## src/rtl/alu_req_scheduler_pkg.sv

```systemverilog
// Shared types and constants for the two-requester ALU scheduler.
// State encoding, default widths and requester ids.
package alu_req_scheduler_pkg;

  localparam int DEF_WIDTH = 16;
  localparam int DEF_OPW   = 3;

  typedef enum logic [1:0] {
    IDLE = 2'd0,
    EXEC = 2'd1,
    RESP = 2'd2
  } state_e;

  localparam logic REQ0 = 1'b0;
  localparam logic REQ1 = 1'b1;

endpackage

```

## src/rtl/alu_req_scheduler_rr_arb2.sv

```systemverilog
// Two-way round-robin grant.
// The requester not served last wins a tie.
module rr_arb2
  import alu_req_scheduler_pkg::*;
(
  input  logic [1:0] req_i,
  input  logic       last_served_i,
  input  logic       enable_i,
  output logic [1:0] grant_o
);

  // One-hot grant, suppressed when not enabled
  always_comb begin
    grant_o = 2'b00;
    if (enable_i) begin
      if (req_i[0] && (!req_i[1] || last_served_i == REQ1))
        grant_o = 2'b01;
      else if (req_i[1])
        grant_o = 2'b10;
    end
  end

endmodule

```

## src/rtl/alu_req_scheduler.sv

```systemverilog
// Shares one combinational ALU between two requesters.
// One op in flight: accept, drive ALU, hold response.
module alu_req_scheduler
  import alu_req_scheduler_pkg::*;
#(
  parameter int WIDTH = DEF_WIDTH,
  parameter int OPW   = DEF_OPW,
  parameter int CNTW  = 16
) (
  input  logic             clk,
  input  logic             reset,
  input  logic             req0_valid,
  output logic             req0_ready,
  input  logic [OPW-1:0]   req0_opcode,
  input  logic [WIDTH-1:0] req0_a,
  input  logic [WIDTH-1:0] req0_b,
  output logic             rsp0_valid,
  input  logic             rsp0_ready,
  input  logic             req1_valid,
  output logic             req1_ready,
  input  logic [OPW-1:0]   req1_opcode,
  input  logic [WIDTH-1:0] req1_a,
  input  logic [WIDTH-1:0] req1_b,
  output logic             rsp1_valid,
  input  logic             rsp1_ready,
  output logic [WIDTH-1:0] rsp_data,
  output logic [OPW-1:0]   alu_opcode,
  output logic [WIDTH-1:0] alu_a,
  output logic [WIDTH-1:0] alu_b,
  input  logic [WIDTH-1:0] alu_result,
  output logic             busy,
  output logic [CNTW-1:0]  op_count
);

  state_e           state_q, state_d;
  logic             owner_q, owner_d;
  logic             last_q, last_d;
  logic [OPW-1:0]   op_q, op_d;
  logic [WIDTH-1:0] a_q, a_d;
  logic [WIDTH-1:0] b_q, b_d;
  logic [WIDTH-1:0] data_q, data_d;
  logic [1:0]       vld_q, vld_d;
  logic [CNTW-1:0]  cnt_q, cnt_d;
  logic [1:0]       grant;
  logic             rsp_take;

  rr_arb2 u_arb (
    .req_i         ({req1_valid, req0_valid}),
    .last_served_i (last_q),
    .enable_i      (state_q == IDLE),
    .grant_o       (grant)
  );

  assign req0_ready = grant[0];
  assign req1_ready = grant[1];
  assign rsp0_valid = vld_q[0];
  assign rsp1_valid = vld_q[1];
  assign rsp_data   = data_q;
  assign busy       = (state_q != IDLE);
  assign op_count   = cnt_q;

  assign alu_opcode = (state_q == EXEC) ? op_q : '0;
  assign alu_a      = (state_q == EXEC) ? a_q  : '0;
  assign alu_b      = (state_q == EXEC) ? b_q  : '0;

  assign rsp_take = owner_q ? rsp1_ready : rsp0_ready;

  // Next-state: accept, capture ALU result, wait for response take
  always_comb begin
    state_d = state_q;
    owner_d = owner_q;
    last_d  = last_q;
    op_d    = op_q;
    a_d     = a_q;
    b_d     = b_q;
    data_d  = data_q;
    vld_d   = vld_q;
    cnt_d   = cnt_q;
    unique case (state_q)
      IDLE: begin
        if (grant[1]) begin
          owner_d = REQ1;
          op_d    = req1_opcode;
          a_d     = req1_a;
          b_d     = req1_b;
          state_d = EXEC;
        end else if (grant[0]) begin
          owner_d = REQ0;
          op_d    = req0_opcode;
          a_d     = req0_a;
          b_d     = req0_b;
          state_d = EXEC;
        end
      end
      EXEC: begin
        data_d         = alu_result;
        vld_d[owner_q] = 1'b1;
        state_d        = RESP;
      end
      RESP: begin
        if (rsp_take) begin
          vld_d   = 2'b00;
          last_d  = owner_q;
          cnt_d   = cnt_q + CNTW'(1);
          state_d = IDLE;
        end
      end
      default: state_d = IDLE;
    endcase
  end

  // State and datapath registers
  always_ff @(posedge clk or posedge reset) begin
    if (reset) begin
      state_q <= IDLE;
      owner_q <= REQ0;
      last_q  <= REQ1;
      op_q    <= '0;
      a_q     <= '0;
      b_q     <= '0;
      data_q  <= '0;
      vld_q   <= 2'b00;
      cnt_q   <= '0;
    end else begin
      state_q <= state_d;
      owner_q <= owner_d;
      last_q  <= last_d;
      op_q    <= op_d;
      a_q     <= a_d;
      b_q     <= b_d;
      data_q  <= data_d;
      vld_q   <= vld_d;
      cnt_q   <= cnt_d;
    end
  end

endmodule

```

## config.mk

```make
export PLATFORM = sky130hd
export DESIGN_NAME = alu_req_scheduler
export DESIGN_NICKNAME = d
export VERILOG_FILES = /design/src/rtl/alu_req_scheduler_pkg.sv /design/src/rtl/alu_req_scheduler_rr_arb2.sv /design/src/rtl/alu_req_scheduler.sv
export SDC_FILE = /design/constraint.sdc
export NUM_CORES = 1
export LEC_CHECK = 0
export CORE_MARGIN = 3
export CORE_UTILIZATION = 44
export DETAILED_ROUTE_END_ITERATION = 12
export PLACE_DENSITY = 0.86
export REMOVE_ABC_BUFFERS = 1
export SYNTH_ARGS = -nofsm -noshare
export SYNTH_HDL_FRONTEND = slang
export SYNTH_SLANG_ARGS = --single-unit
```

## constraint.sdc

```tcl
create_clock -name clk -period 4.8 [get_ports clk]
set_input_delay 0.72 -clock clk [delete_from_list [all_inputs] [get_ports clk]]
set_output_delay 0.72 -clock clk [all_outputs]
set_load 0.01 [all_outputs]
```

==> impl_metrics.py <==
metrics = {
    "placed_design": {
        "io_buffer_count": 163,
        "place_hpwl_mm": 6.61,
        "gpl.final_weighted_congestion": 0.891,
    },
    "worst_setup_path": {
        "critPathBufInv": 1,
        "worstPathArrival_ns": 2.20,
        "timing.setup.critical_path_class": "reg -> out",
        "critPathSlowestCell": "sky130_fd_sc_hd__nor2b_4",
        "critical_path.startpoint_type": "register",
        "crit_family": "simple AND/OR/NAND/NOR gates",
        "endpoint_kind": "output pin",
        "critical-path-max-stage-delay_ns": 0.64,
        "cp.required_ns": 4.08,
        "cp_max_fo": 42,
        "timing.critical_path.cells": "nor2b_4, and2_1, clkdlybuf4s50_1",
    },
    "yosys": {
        "synth-adder-area-share": 0.00376,
        "count_of_distinct_cell_types_in_the_synthesized_netlist": 26,
        "yosys.area_share.xor_xnor": 0.0395,
        "edff_count_synth": 0,
        "async_flop_share": 1.00,
        "synth-warning-count": 0,
        "yosys.area.top_type_share": 0.542,
        "synth_top_family_by_area": "compound AO/OA/AOI/OAI gates",
        "synth_sequential_area_ratio": 0.550,
        "synth.top_cells.by_count": "sky130_fd_sc_hd__dfrtp_1, sky130_fd_sc_hd__and2_1, sky130_fd_sc_hd__a21o_1",
        "postSynthAreaPerCell_um2": 12.0,
        "synth.cell_area_mm2": 0.00333,
        "ys_ff_latch": 73,
        "synth_compound_gate_area_share": 0.176,
        "synth_simple_gate_area_frac": 0.135,
        "synth_largest_area_cell": "sky130_fd_sc_hd__dfrtp_1",
        "yosys-mux-area-fraction": 0.0685,
        "synth_most_common_cell": "sky130_fd_sc_hd__dfrtp_1",
        "ys_top_cells_by_area": "sky130_fd_sc_hd__dfrtp_1, sky130_fd_sc_hd__a22o_1, sky130_fd_sc_hd__a21o_1",
        "synth_cells": 276,
        "ys.flop_type": "sky130_fd_sc_hd__dfrtp_1",
    },
    "job": {
        "drv.max_cap_violation_count": 0,
    },
    "layout": {
        "antenna_cells": 0,
        "syn2layout_area_growth_pct": 56.8,
        "fin_nets": 531,
        "drive_gt1_frac": 0.102,
    },
    "clock_tree": {
        "clock_pin_slew_reported_for_the_worst_setup_and_hold_paths_after_clock_tree_synthesis_ns": 0.07,
        "htreeDepth": 3,
        "cts.sink_count": 73,
        "clock_latency_ns": 0.33,
        "postCtsSetupBuffers": 0,
        "cts.path.max_buffers": 2,
        "root_buffer": "sky130_fd_sc_hd__clkbuf_8",
        "cts_tree": "yes",
        "post_cts_hold_buffer_count": 0,
        "cts.repair.resized": 0,
        "tritoncts.num_buffers": 9,
    },
    "power_and_ir_drop": {
        "pwr-share-comb": 0.477,
        "internal-power_uw": 1850,
        "power.share.switching": 0.334,
        "worst_ir_drop_vdd_mv": 0.303,
        "total_leakage_power_uw": 0.00240,
        "power_density_over_the_cells_mw_per_mm2": 532,
        "design_power_total_uw": 2780,
        "p_sw_uw": 926,
        "power.share.sequential": 0.376,
        "clkPwrFrac": 0.147,
    },
    "sta": {
        "setup_viol": 0,
        "transition_time_at_the_pin_with_the_least_slew_margin_ns": 0.932,
        "number_of_hold_violations_in_the_final_report": 0,
        "max_slew_margin": 0.378,
        "finalClockSkew_ns": 0.00663,
        "slew_viol_final": 0,
        "timing.setup.tns_ns": 0,
        "clock.fmax_mhz": 342,
        "final.min_clock_period_ns": 2.92,
        "final_min_period_over_clock_period": 0.609,
        "grt_setup_unrepaired": "no",
    },
    "floorplan": {
        "die_w_um": 92.9,
        "die_area_mm2": 0.00864,
        "placementRows": 31,
        "io_pins": 164,
        "initial_utilization": 0.456,
        "die_y_um": 92.9,
        "design.core.area_mm2": 0.00729,
    },
    "routing": {
        "detail_route.iter0.violations": 49,
        "via_per_inst": 5.13,
        "drt.antenna.violating_nets": 0,
        "detailroute.via_count": 2778,
        "drt-total-wl_mm": 8.76,
        "wl_per_cell_um": 16.2,
        "first_pass_iters": 5,
        "detail_route.drc_violations": 0,
    },
    "global_route": {
        "grt_max_degree": 46,
        "grt-ovfl-total": 0,
        "antenna_violations_before_repair": 0,
        "groute.usage.overall": 0.214,
        "via_count_of_the_first_global_routing_pass": 2942,
        "global_route_wire_length_before_repair_mm": 14.5,
    },
    "min_path": {
        "worst_hold_path_type": "reg -> reg",
    },
    "status": {
        "run_status": "finished, final reports clean",
    },
}
==> kinds of logic after synthesis <==
kind of cell	after synthesis
adder cells (fa/ha/maj)	1
flip-flops	73
buffers and inverters	22
AND/OR/NAND/NOR	71
multiplexers	20
XOR/XNOR	15
AO/OA/AOI/OAI	74
==> registers in the layout (all words and copies together) (netlist names) <==
signal    flops
a_q          16
b_q          16
op_count     16
rsp_data     16
op_q          3
state_q       2
vld_q         2
last_q        1
owner_q       1
==> placed cells by master, fill, tap and decap left out, drive strengths merged <==
master / n
a21o: 35
a21oi: 5
a22o: 34
and2: 36
and3: 7
and4: 1
buf: 5
clkbuf: 12
clkdlybuf4s50: 163
clkinv: 2
clkinvlp: 1
dfrtp: 72
dfstp: 1
ha: 1
inv: 5
mux2: 19
mux2i: 1
nand2: 4
nand2b: 2
nand3: 4
nand4: 5
nor2: 7
nor2b: 2
nor3: 1
nor4: 2
xnor2: 8
xor2: 7
==> through the flow <==
stage / setup slack [ns] / utilization / hold slack [ns] / std cells / cell area [um2]
6_report: 1.88 / 0.715 / 0.468 / 541 / 5220
4_1_cts: 1.82 / 0.715 / 0.473 / 541 / 5220
2_1_floorplan: 1.81 / - / 0.441 / 259 / 3250
3_5_place_dp: 1.97 / 0.693 / 0.457 / 526 / 5050
5_1_grt: 1.70 / 0.715 / 0.486 / 541 / 5220
3_3_place_gp: 1.97 / 0.693 / 0.450 / 526 / 5050
==> worst reg2reg max path, delay by kind of cell (launching register included) <==
family | cells | cell delay [ns]
multiplexers | 2 | 0.63
flip-flops | 1 | 0.43
AND/OR/NAND/NOR | 2 | 0.57
buffers and inverters | 1 | 0.40
==> per-layer routing <==
layer	vias to the layer above	part of all wire	GRT usage
met1	1359	0.41	0.264
met4	0	0.013	0.0623
li1	1298	-	-
met3	12	0.066	0.0569
met5	-	0	0
met2	109	0.51	0.368
==> area by class of cell <==
class                   count  area, um2
well taps                  99        124
clock buffers              12        145
repair buffers            168       1670
fillers                   585       2080
clock inverters             3       17.5
multi-input cells         181       1410
flip-flops and latches     73       1830
inverters                   5       18.8
==> power groups by stage <==
stage	combinational [uW]	sequential, uW	clock (uW)
after global placement	1310	1040	0
final	1330	1040	408
after floorplan	662	1060	0
after global routing	1440	1080	455
after CTS	1350	1040	421
after detailed placement	1340	1050	0
==> final timing paths <==
check / slack, ns / to / start / cells past startpoint
hold reg to reg: 0.47 / a_q[1]$_DFFE_PP0P_ / a_q[1]$_DFFE_PP0P_ / 1
min in group asynchronous: 0.92 / rsp_data[6]$_DFFE_PP0P_ / reset / 2
setup / recovery: 1.88 / alu_a[13] / state_q[1]$_DFFE_PP0P_ / 3
max in group asynchronous: 2.96 / b_q[4]$_DFFE_PP0P_ / reset / 3
hold / removal: 0.47 / a_q[1]$_DFFE_PP0P_ / a_q[1]$_DFFE_PP0P_ / 1
setup reg to reg: 2.67 / a_q[6]$_DFFE_PP0P_ / state_q[1]$_DFFE_PP0P_ / 5
Power figures use the tool's default switching activity.
